`src/rtl/i2c_regfile.sv`:
```
// -----------------------------------------------------------------------------
// i2c_regfile
//   Byte-wide register file that sits behind an I2C slave front end. The slave
//   reports transaction framing through one-cycle strobes; this block turns
//   them into a register pointer plus reads and writes. The first byte written
//   after an address strobe loads the pointer. Each later byte is written at
//   the pointer, and the pointer then advances. Each read strobe also advances
//   the pointer. Local logic can also write any register directly.
//
// Parameters
//   NREGS   number of 8-bit registers (power of two, 2..256)
//   AW      pointer width, log2(NREGS)
//   RO_MASK bit k set -> register k cannot be written from I2C
//   INIT    reset contents, register k at [8k+7:8k]
//
// Ports
//   clk        system clock (shared with the I2C slave)
//   rst_n      asynchronous active-low reset
//   act_in     transaction-active level from the slave
//   as_in      one-cycle address strobe
//   ws_in      one-cycle write strobe, wdat_in valid with it
//   rs_in      one-cycle read strobe, slave samples rdat_out on that edge
//   wdat_in    received byte
//   rdat_out   byte to transmit, always register[ptr]
//   hw_we      local write enable
//   hw_addr    local write address
//   hw_dat     local write data
//   regs_out   all register contents, register k at [8k+7:8k]
//   wr_pulse   one-cycle flag per register written from I2C
//   ptr_out    current register pointer
//   state_dbg  FSM state (0 IDLE, 1 PTR, 2 DATA) for observation
//
// Handshake: the strobes carry no backpressure. A strobe is consumed on the
// single rising clk edge where it is high. When as_in is high on that edge,
// it overrides any write or read strobe on the same edge.
// -----------------------------------------------------------------------------
module i2c_regfile #(
   parameter int                     NREGS   = 16,
   parameter int                     AW      = 4,
   parameter logic [NREGS-1:0]       RO_MASK = '0,
   parameter logic [8*NREGS-1:0]     INIT    = '0
) (
   input  logic                 clk,
   input  logic                 rst_n,
   input  logic                 act_in,
   input  logic                 as_in,
   input  logic                 ws_in,
   input  logic                 rs_in,
   input  logic [7:0]           wdat_in,
   output logic [7:0]           rdat_out,
   input  logic                 hw_we,
   input  logic [AW-1:0]        hw_addr,
   input  logic [7:0]           hw_dat,
   output logic [8*NREGS-1:0]   regs_out,
   output logic [NREGS-1:0]     wr_pulse,
   output logic [AW-1:0]        ptr_out,
   output logic [1:0]           state_dbg
);

   typedef enum logic [1:0] {
      ST_IDLE = 2'd0,
      ST_PTR  = 2'd1,
      ST_DATA = 2'd2
   } state_t;

   localparam logic [AW-1:0] PTR_ONE = AW'(1);

   state_t        state;
   logic [AW-1:0] ptr;
   logic [7:0]    regs [NREGS];

   // Write and read strobes count only in a live transaction. An address
   // strobe on the same edge takes priority over them.
   logic strobe_ok;
   logic i2c_wr;

   always_comb begin
      strobe_ok = act_in && !as_in;
      i2c_wr    = strobe_ok && ws_in && (state == ST_DATA) && !RO_MASK[ptr];
   end

   // Pointer / framing FSM
   always_ff @(posedge clk or negedge rst_n) begin
      if (!rst_n) begin
         state <= ST_IDLE;
         ptr   <= '0;
      end else if (as_in) begin
         state <= ST_PTR;
      end else if (!act_in) begin
         state <= ST_IDLE;
      end else begin
         case (state)
            ST_PTR: begin
               if (ws_in) begin
                  // Upper bits of the pointer byte are discarded.
                  ptr   <= wdat_in[AW-1:0];
                  state <= ST_DATA;
               end else if (rs_in) begin
                  ptr <= ptr + PTR_ONE;
               end
            end
            ST_DATA: begin
               // The pointer advances on read-only registers too. The write
               // itself is suppressed in the register block below.
               if (ws_in || rs_in) begin
                  ptr <= ptr + PTR_ONE;
               end
            end
            default: begin
               // Strobes in IDLE are ignored. The pointer is kept across
               // transactions.
               state <= ST_IDLE;
            end
         endcase
      end
   end

   // Register storage. When both write ports hit the same register on the
   // same edge, the I2C write wins. Writes to different registers both land.
   always_ff @(posedge clk or negedge rst_n) begin
      if (!rst_n) begin
         for (int k = 0; k < NREGS; k++) begin
            regs[k] <= INIT[8*k +: 8];
         end
      end else begin
         for (int k = 0; k < NREGS; k++) begin
            if (i2c_wr && (ptr == AW'(k))) begin
               regs[k] <= wdat_in;
            end else if (hw_we && (hw_addr == AW'(k))) begin
               regs[k] <= hw_dat;
            end
         end
      end
   end

   // One-cycle notification of accepted I2C writes
   always_ff @(posedge clk or negedge rst_n) begin
      if (!rst_n) begin
         wr_pulse <= '0;
      end else begin
         for (int k = 0; k < NREGS; k++) begin
            wr_pulse[k] <= i2c_wr && (ptr == AW'(k));
         end
      end
   end

   always_comb begin
      regs_out = '0;
      for (int k = 0; k < NREGS; k++) begin
         regs_out[8*k +: 8] = regs[k];
      end
   end

   assign rdat_out  = regs[ptr];
   assign ptr_out   = ptr;
   assign state_dbg = state;

endmodule
```
`config.mk`:
```
export PLATFORM = sky130hd
export DESIGN_NAME = i2c_regfile
export DESIGN_NICKNAME = d
export VERILOG_FILES = /design/src/rtl/i2c_regfile.sv
export SDC_FILE = /design/constraint.sdc
export NUM_CORES = 1
export LEC_CHECK = 0
export ABC_CLOCK_PERIOD_IN_PS = 6300
export BUFFER_PORTS_ARGS = -buffer_cell sky130_fd_sc_hd__buf_2
export CAP_MARGIN = 20
export CORE_UTILIZATION = 35
export CTS_BUF_LIST = sky130_fd_sc_hd__clkbuf_8
export CTS_CLUSTER_SIZE = 14
export DETAILED_ROUTE_END_ITERATION = 10
export HOLD_SLACK_MARGIN = 0.05
export SYNTH_ARGS = -nofsm -noshare
export SYNTH_HDL_FRONTEND = slang
export SYNTH_SLANG_ARGS = --single-unit
export TNS_END_PERCENT = 20
```
`constraint.sdc`:
```
create_clock -name clk -period 6.3 [get_ports clk]
set_input_delay 0.315 -clock clk [delete_from_list [all_inputs] [get_ports clk]]
set_output_delay 0.315 -clock clk [all_outputs]
set_load 0.1 [all_outputs]
```
After elaboration in Yosys (flattened, before gate mapping)
Memory sizes are Yosys's and may differ from the RTL's.
Index checks and enable logic that the tools add are counted.
{"block": "word_totals", "reg_bits": 150, "romBits": 16, "input_bits": 27, "output_inout_bits": 158, "word_cells": 165, "mem_count": 1}
{"name": "(no name shown)", "words": 16, "width": 1, "rd": 1, "rd_ports_with_merged_regs": 0, "wr": 0, "line": "79", "text": "i2c_wr = strobe_ok && ws_in && (state == ST_DATA) && !RO_MASK[ptr];"}
{"block": "classes", "addsub": 1, "n_lt_le_gt_ge": 2, "n_eq_ne": 36, "muxes": 44, "bitwise_logic": 2, "n_reduce_logical": 60}
{"op": "2-to-1 mux 8 bit", "count": 34}
{"op": "== test 4 bit (second input constant)", "count": 16}
{"op": "logical AND 1 bit", "count": 36}
{"op": "nonzero test 2 bit", "count": 17}
{"op": "binary-select mux 8 bit (select 4 bit)", "count": 1}
{"op": "== test 4 x 3 -> 1 bit (second input constant)", "count": 8}
{"op": "== test 4 x 2 -> 1 bit (second input constant)", "count": 4}
{"op": "2-to-1 mux 4 bit", "count": 3}
{"op": "== test 4 x 1 -> 1 bit (second input constant)", "count": 2}
{"op": "logical NOT 4 bit", "count": 2}
{"op": "one-hot mux 4 bit (2 select lines)", "count": 1}
{"op": "2-to-1 mux 2 bit", "count": 3}
{"op": "inequality test 3 bit (second input constant)", "count": 2}
{"op": ">= comparator 5 bit (second input constant)", "count": 1}
{"op": "< comparator 4 x 5 -> 1 bit (second input constant)", "count": 1}
{"op": "inverter 4 -> 5 bit", "count": 1}
{"op": "AND reduction 5 bit", "count": 1}
{"op": "adder 4 x 1 -> 4 bit (second input constant)", "count": 1}
{"op": "inequality test 4 bit (second input constant)", "count": 1}
{"op": "one-hot mux 2 bit (2 select lines)", "count": 1}
{"op": "== test 2 x 1 -> 1 bit (second input constant)", "count": 1}
{"op": "== test 2 bit (second input constant)", "count": 1}
{"op": "logical NOT 1 bit", "count": 2}
{"op": "inequality test 2 x 1 -> 1 bit (second input constant)", "count": 1}
{"op": "4 further kinds", "count": 4}

Depth between registers and ports, before layout
Gate-level depths: netlist of run 1.
{"block": "depth", "ltp_word": 7, "depth_mapped": 9, "ltp_nobuf": 6}

Worst setup path before layout of run 1
OpenSTA, ideal clock, no wires.
{"block": "synth_timing", "path_type": "register to output", "start": "register ptr[0] (netlist: ptr_out[0])", "end": "output rdat_out[4]", "arrival_ns": 2.884, "t_required_ns": 5.985, "slack_ns": 3.101, "path_stages_with_launch": 6, "n_path_buf": 2, "cell_sequence": "dfrtp_1 buf_2 buf_2 mux4_2 a22oi_1 nand2_1"}
{"block": "synth_between", "elab_chain_len": 4}
{"element": "start: declaration", "line": "69", "text": "logic [AW-1:0] ptr;"}
{"element": "start signal: assignment", "line": "96", "text": "ptr <= wdat_in[AW-1:0];"}
{"element": "start signal: assignment", "line": "99", "text": "ptr <= ptr + PTR_ONE;"}
{"element": "start signal: assignment", "line": "106", "text": "ptr <= ptr + PTR_ONE;"}
{"element": "inverter 4 -> 5 bit (not written as such)", "line": "154", "text": "assign rdat_out = regs[ptr];"}
{"element": "binary-select mux 8 bit (select 4 bit)", "line": "154"}
{"element": "2-to-1 mux 8 bit (not written as such) (2 in a row)", "line": "154"}
{"element": "end: declaration", "line": "50", "text": "output logic [7:0] rdat_out,"}
Every way passes these cells. The select of a mux whose other input is x is not followed.

Final worst setup path of run 1
{"block": "layout_timing", "start": "register ptr[0] (netlist: ptr_out[0])", "end": "output rdat_out[3]"}
Same word-level chain as after synthesis.

==> summary by stage, run 1 <==
Power and ir drop
The proportion of power drawn by flip-flops and latches is a little over a quarter. The part of the power in the clock network is 17.1%. The total power per unit cell area is 557 nW/um^2. The highest ir drop seen on vdd is between 300 and 400 uV. The standby leakage power is 4.39 nW. The switching share of power is 58.4%. The internal cell power is ~2.2 mW. The share of power burned in combinational logic is a little under three fifths. The power spent charging and discharging nets is roughly 3.1 mW.

Clocking
The H-tree generated during clock tree synthesis spans 4 levels. The clock-pin transition on the worst setup and hold timing paths is 0.09 ns. The number of setup buffers added after CTS is 0. The count of instances resized after the clock tree is built is 0. The CTS tree is built.

The number of sinks driven by the clock tree is 150. The clock root buffer is sky130_fd_sc_hd__clkbuf_8. The worst-case clock buffer depth is 2.

The clock latency of the later-clocked register in the worst-skew pair is around 0.47 ns. The number of buffers inserted during clock tree synthesis is 17.

Synth
In this run, synthesis produced a sequential element count of 150. The share of synthesized area occupied by flip-flops and latches is 45.4%. The mean area per synthesized cell is ~11 sq um. After synthesis, the largest family of logic cells by area is multiplexers. The area fraction in compound gates after synthesis is 9.89%.

Yosys mapped a number of flops with a built-in enable equal to 0. The number of warning messages in the yosys log is 0. The mapped netlist covers 8260 sq um. The fraction of synthesis flops using an asynchronous set or reset pin is 100%.

The count of distinct cell types in the synthesized netlist is 38. The number of cells produced by synthesis is 739. The portion of netlist area occupied by mux cells is about 25%. The most common flop cell mapped by yosys is sky130_fd_sc_hd__dfrtp_1.

Ranked by total cell area, the synthesized netlist is headed by sky130_fd_sc_hd__dfrtp_1, sky130_fd_sc_hd__mux2i_1, sky130_fd_sc_hd__mux4_2, sky130_fd_sc_hd__o21ai_0, sky130_fd_sc_hd__nand2_1. The XOR/XNOR share of the synthesized area is less than 1%. The number of nets produced by synthesis is 770. The synthesized netlist devotes less than 1% of its cell area to adder and majority cells. Counting instances in the post-synthesis netlist gives the leading cell types as sky130_fd_sc_hd__dfrtp_1, sky130_fd_sc_hd__nand2_1, sky130_fd_sc_hd__mux2i_1, sky130_fd_sc_hd__o21ai_0, sky130_fd_sc_hd__mux4_2. The fraction of the mapped netlist area in simple logic gates is 14.0%. In this run the biggest area consumer among cell types represents between 40 and 50% of the synthesized area.

The biggest area contributor in the post-synthesis netlist is sky130_fd_sc_hd__dfrtp_1. Yosys instantiated no cell more often than sky130_fd_sc_hd__dfrtp_1.

Timing
For the final database, setup skew stands at 0.0159 ns. Setup repair after global routing left no endpoint under its margin. Summed over all failing endpoints, the final setup total negative slack is 0 ns. The maximum operating frequency is roughly 310 MHz.

Counting I/O delays and the setup requirement, the final critical path takes 3.21 ns. The max-slew violation count was 0. The count of final hold-check violations is 0. The post-route fraction of the period consumed by the critical path is 50.9%. On the final layout, the worst hold slack is between 0.15 and 0.2 ns. Measured against its own limit, the worst slew margin works out to 28.1%. The final-report setup violation count is 0.

The transition at the pin with the smallest max-transition slack is 1.08 ns.

GRT
The maximum number of pins on one net before global-route repair is 84. The number of global-route vias before repair is 6,208. The global-route usage over all layers is 23.6%.

The number of antenna violations at the first check in global routing is 0. The global-route wire length before repair is 41,500 um. After global routing the overflow that remains totals 0.

Floorplan
Once the floorplan was initialized, standard cells occupied 36.1% of the core. The area enclosed by the die boundary is 24,200 sq um. The die is 156 um tall. The floorplan step set the die width to 156 um. For this design the top-level I/O count stands at approximately 190. The count of standard-cell rows is 55.

The placeable core region is 22,900 sq um.

Setup path
The startpoint of the most critical register-to-register path is ptr_out[0]. The endpoint type of the worst setup path is an output port. The critical path data required time is between 5 and 6 ns. The worst setup path startpoint is ptr_out[0].

The kind of start point of the critical path is a flip-flop. For the worst setup path, the data arrival time is between 2 and 3 ns. Of all nets on the critical path, the largest fanout is 32. The critical path in this run is classified as flip-flop to output port.

Layout
The finished layout holds 1,211 standard cells, fillers aside. 0 antenna diodes ended up in the layout. Of the cells placed in the final design, the portion with a size suffix greater than 1 is a little under a third. Counting the fill cells in the layout gives approximately 2,200. In the final design database the tool counted between 900 and 1,000 nets. The relative area change from synthesis to final layout is 17.1%.

Routing
The remaining antenna violation count is 0. Detailed routing inserted a total of 6,478 vias. The number of detailed-routing iterations run before antenna repair is 5. The via density per instance is 5.35. The wire length after detailed routing is approximately 28,000 um. The routed length per placed instance is 22.9 um.

The initial DRC count is 514. The final routed DRC violation total is 0.

Worst hold path
The class of the worst hold path is primary input to flip-flop. The startpoint identified for the worst hold timing path is act_in.

Job
The count of maximum capacitance violations is 0.

Place
After legalization and detailed placement, the total HPWL measured 19,300 um. The count of placed standard cells including taps is 1,177. Input and output buffers added on the ports amount to 184. Routability-driven placement finished with a final weighted congestion of 0.839.

Outcome
The run finished with clean final reports.
## cell families after synthesis
group,after synthesis
compound gates,152
fa+ha+maj,4
simple gates,204
flops,150
xor+xnor,1
mux,163
buf+inv,65
## critical path, cell delays in order (launching register included)
cell and delay [ns]:
sky130_fd_sc_hd__dfrtp_2 0.49, sky130_fd_sc_hd__buf_4 0.53, sky130_fd_sc_hd__mux4_2 0.58, sky130_fd_sc_hd__a22oi_1 0.32
sky130_fd_sc_hd__nand2_1 0.16, sky130_fd_sc_hd__buf_2 0.32
## final cells by class
cell class / instances / area (sq um) / share of cell area (%)
Sequential cell: 150 / 3750 / 38.8
Inverter: 3 / 11.3 / 0.116
Multi-Input combinational cell: 524 / 4070 / 42.0
Clock buffer: 19 / 262 / 2.70
Timing Repair Buffer: 189 / 970 / 10.0
Clock inverter: 13 / 226 / 2.34
Tap cell: 313 / 392 / 4.05
## final timing paths
check | endpoint | slack, ns | cells after the start
setup / recovery | rdat_out[3] | 3.09 | 5
hold / removal | state_dbg[0] | 0.17 | 2
setup reg to reg | regs_out[9] | 3.56 | 5
hold reg to reg | regs_out[38] | 0.59 | 2
max in group asynchronous | ptr_out[0] | 4.35 | 3
min in group asynchronous | wr_pulse[6] | 0.49 | 2
## per-stage QoR
stage	utilization [%]	worst slack, ns	instance area (sq um)	power [mW]
2_1_floorplan	-	3.10	8260	3.88
3_3_place_gp	40.0	3.57	9170	4.46
3_5_place_dp	40.0	3.52	9170	4.48
4_1_cts	42.2	3.02	9680	5.40
5_1_grt	42.2	2.93	9680	5.58
6_report	42.2	3.09	9680	5.39
## sequential cells by signal (all words and copies together) (netlist names)
| name | cells |
|---|---|
| regs_out | 128 |
| state_dbg | 2 |
| ptr_out | 4 |
| wr_pulse | 16 |
## routing by layer
| metal | GRT usage, % | part of all wire, % |
|---|---|---|
| met1 | 34.2 | 45 |
| met2 | 35.0 | 45 |
| met3 | 5.72 | 8.7 |
| met4 | 6.07 | 1.5 |
| met5 | 0 | 0 |
## power by group through the flow
stage                     registers, mW  logic, mW  clock network (mW)
after global placement             1.45       3.00                   0
after CTS                          1.43       3.04               0.933
final                              1.44       3.03               0.921
after floorplan                    2.91      0.974                   0
after detailed placement           1.45       3.04                   0
after global routing               1.47       3.14               0.976
## repair_timing
| action | CTS | global route |
|---|---|---|
| endpoints found under the setup margin | 0 | 0 |
| hold buffers | 2 | 0 |
| endpoints found under the hold margin | 83 | 0 |
## placed cells by master (no fill, tap or decap), types with 6 or more instances in the layout
master and instances:
sky130_fd_sc_hd__o21ai_1 18, sky130_fd_sc_hd__mux4_2 32, sky130_fd_sc_hd__clkbuf_8 19, sky130_fd_sc_hd__o21ai_0 110, sky130_fd_sc_hd__a22oi_1 16, sky130_fd_sc_hd__dfrtp_1 149
sky130_fd_sc_hd__nor3_4 7, sky130_fd_sc_hd__mux2i_1 131, sky130_fd_sc_hd__nand2_1 145, sky130_fd_sc_hd__buf_2 183, sky130_fd_sc_hd__nor2_2 9, sky130_fd_sc_hd__bufinv_16 6
sky130_fd_sc_hd__nand2b_1 6, sky130_fd_sc_hd__nor4_4 10
(Power assumes the default switching activity.)
==> inputs of run 2 (changes only) <==
Settings changed: ABC_CLOCK_PERIOD_IN_PS 6300 to 2900.
Clock period 6.3 ns to 2.9 ns, I/O delays scaled along.
==> run 2 against run 1 <==
Compared with the run above: sequential share of layout area fell by 0.14 points; register-to-register slack got worse by 3.1 ns; setup slack got worse by 3.1 ns; first-iteration DRC count increased by 5.6%; die area stayed put; wire length shrank 0.26%; clock skew fell by 0.0024 ns; clock power is 76% higher.
==> summary by stage, run 2 (same netlist as run 1, synthesis figures left out) <==
Routing
The wire length after detailed routing is 27,600 um (-0.26%). The routed length per placed instance is 22.5 um (-1.4%). The via density per instance came to 5.37 (+0.44%).

The number of detailed-routing iterations run before antenna repair was 5 (unchanged). The total vias in the final route is 6,582 (+1.6%). The initial DRC count was 543 (+5.6%). The remaining antenna violation count is 0 (unchanged). The final routed DRC violation total is 0 (unchanged).

Power and ir drop
The proportion of power drawn by flip-flops and latches is 27.6% (+0.9 points). The internal cell power is 4.53 mW (+100%). The total power per unit cell area was 1170 nW/um^2 (+110%). The highest ir drop seen on vdd is 711 uV (+110%).

The standby leakage power is 4.43 nW (+0.89%). The switching share of power is 60.2% (+1.8 points). The power spent charging and discharging nets was 6.84 mW (+120%). The share of power burned in combinational logic came to 58.1% (+1.8 points).

The part of the power in the clock network came to 14.2% (-2.9 points). The overall power consumption is 11.4 mW (+110%).

Timing
The final setup skew is 0.0135 ns (-0.00240 ns). Setup repair after global routing left no endpoint under its margin. The max-slew violation count came to 0 (unchanged). The final critical delay including setup and external delays is 2.88 ns.

The worst hold margin is 0.102 ns (-0.0635 ns). The final worst-path setup slack is 0.0152 ns (-3.08 ns). Based on the critical path, the design can be clocked at up to 347 MHz. After layout, the worst path uses 99.5% of the clock period. The transition at the pin with the smallest max-transition slack is 0.859 ns (-0.217 ns). The normalized max-slew margin is 42.3% (+14 points).

The count of final hold-check violations came to 0 (unchanged). The setup total negative slack came to 0 ns (unchanged). The final-report setup violation count came to 0 (unchanged).

Setup path
Among all stages on the critical path, the largest delay is contributed by sky130_fd_sc_hd__dfrtp_2. The worst-path maximum fanout came to 25 (-22%). The worst setup path is of the flip-flop to output port kind.

The depth of the worst register-to-register path is 4 (-1). The largest stage delay on the critical path is 0.80 ns (+0.22 ns). The data arrival time of the worst path came to 2.74 ns (-0.15 ns). The worst setup path is captured at an output port. The number of gates on the worst path with buffers counted came to 5 (unchanged). The critical path data required time is 2.76 ns (-3.22 ns). The family of cells with the greatest summed delay on the critical path is flip-flops. The kind of start point of the critical path is a flip-flop. The combined buffer and inverter count along the critical path is 2 (unchanged).

The signal on the critical path passes through buf_4, mux4_2, a22oi_1, nand2_1, buf_2.

Floorplan
The chip width was 156 um (unchanged). The count of standard-cell rows is 55 (unchanged). The starting utilization of the core area came to 36.1% (unchanged). The die outline height is 156 um (unchanged). The number of ports placed on the die boundary is 185 (unchanged). The area enclosed by the die boundary was 24,200 sq um (unchanged). The placeable core region is 22,900 sq um (unchanged).

Clocking
The number of buffers inserted by post-CTS setup repair was 0 (unchanged). The number of buffers inserted during clock tree synthesis was 17 (unchanged). The root buffer cell chosen for the clock tree is sky130_fd_sc_hd__clkbuf_8. The worst-case clock buffer depth is 2 (unchanged). The clock latency of the later-clocked register in the worst-skew pair is 0.47 ns (about the same). The depth of the CTS H-tree is 4 (unchanged). The CTS tree is built. The number of sinks driven by the clock tree was 150 (unchanged).

The clock-pin transition on the worst setup and hold timing paths is 0.09 ns (about the same).

Layout
The multi-input logic area is 4070 sq um (unchanged). The number of nets at the end of the flow is 930 (+1.5%). The top cell types in the final layout, fill and taps aside, are sky130_fd_sc_hd__buf_2, sky130_fd_sc_hd__dfrtp_1, sky130_fd_sc_hd__nand2_1, sky130_fd_sc_hd__mux2i_1, sky130_fd_sc_hd__o21ai_0. The total area of sequential cells is 3760 sq um (about the same). The most frequent standard cell in the layout excluding fill and tap cells is sky130_fd_sc_hd__buf_2. The relative area change from synthesis to final layout is 17.7%. The antenna cell count is 0 (unchanged).

The number of flip-flops in the largest register is 128 (unchanged). The count of fill cells added during filler insertion is 2,189 (-2.5%). The final core utilization is 42.4% (+0.19 points). The fraction of final layout cells with drive strength greater than 1 is 32.5% (+0.94 points).

GRT
The number of antenna violations at the first check in global routing is 0 (unchanged). The maximum number of pins on one net before global-route repair was 81 (-3.6%). The total congestion overflow came to 0 (unchanged). The number of global-route vias before repair is 6,219 (+0.18%).

The global-route usage over all layers is 23.4% (-0.13 points). The global-route wire length before repair is 41,200 um (-0.83%).

Worst hold path
The min-delay analysis places its worst path in the category primary input to flip-flop. The worst hold path cell count is 3 (+1).

Outcome
The run finished with clean final reports.

Place
The total half-perimeter wirelength after legalization and detailed placement is 19,300 um (about the same). The count of buffers inserted at the top-level ports is 184 (unchanged). The pre-CTS worst setup slack is 0.424 ns (-3.10 ns).

The placer's final routability congestion estimate is 0.888 (+5.8%).

Job
The count of maximum capacitance violations is 0 (unchanged).
run 2: changes by cell type in the layout (fill, tap and decap cells not counted), sizes merged:
cell	delta
buf	+12
bufinv	-5
clkbuf	+2
clkinv	+4
clkinvlp	-1
dlygate4sd3	+2
run 2: per-stage QoR:
step	instance area, sq um	cells
finish	9720	1225
global route	9720	1225
CTS	9720	1225
detailed placement	9290	1189
global placement	9290	1189
floorplan	8270	739
run 2: layer usage:
| metal | global-route usage, % | part of all wire, % |
|---|---|---|
| met3 | 4.33 | 7.1 |
| met1 | 34.2 | 46 |
| met5 | 0 | 0 |
| met2 | 34.2 | 45 |
| met4 | 9.20 | 2.5 |
run 2: power by group through the flow:
stage / combinational (mW) / sequential [mW] / clock (mW)
finish: 6.61 / 3.14 / 1.62
global route: 6.81 / 3.20 / 1.73
CTS: 6.62 / 3.14 / 1.64
detailed placement: 6.61 / 3.17 / 0
global placement: 6.55 / 3.17 / 0
floorplan: 2.12 / 6.32 / 0
run 2: timing repair:
item	in CTS	in global routing
hold buffers	4	0
pin swaps	0	0
hold endpoints to repair	78	0
endpoints found under the setup margin	1	2
gates resized for setup	1	1
run 2: path summary, 6_finish.rpt:
check	slack [ns]	start	end
max	0.02	ptr_out[1]	rdat_out[7]
min	0.10	wdat_in[6]	regs_out[38]
max reg2reg	0.46	ptr_out[1]	regs_out[53]
min reg2reg	0.60	regs_out[24]	regs_out[24]
max in group asynchronous	1.78	rst_n	regs_out[70]
min in group asynchronous	0.31	rst_n	wr_pulse[6]
run 2: worst register-to-register path: cells and delay by family (launching register included):
family                   cells  cell delay, ns
adder cells (fa/ha/maj)      1            0.27
AND/OR/NAND/NOR              2            0.98
flip-flops                   1            0.80
AO/OA/AOI/OAI                1            0.24
run 2: area by class of cell:
class                           count  share of cell area [%]
Inverter                            3                   0.116
Multi-Input combinational cell    524                    41.8
Sequential cell                   150                    38.7
Clock inverter                     11                    1.03
Timing Repair Buffer              203                    11.4
Clock buffer                       21                    2.97
Tap cell                          313                    4.03
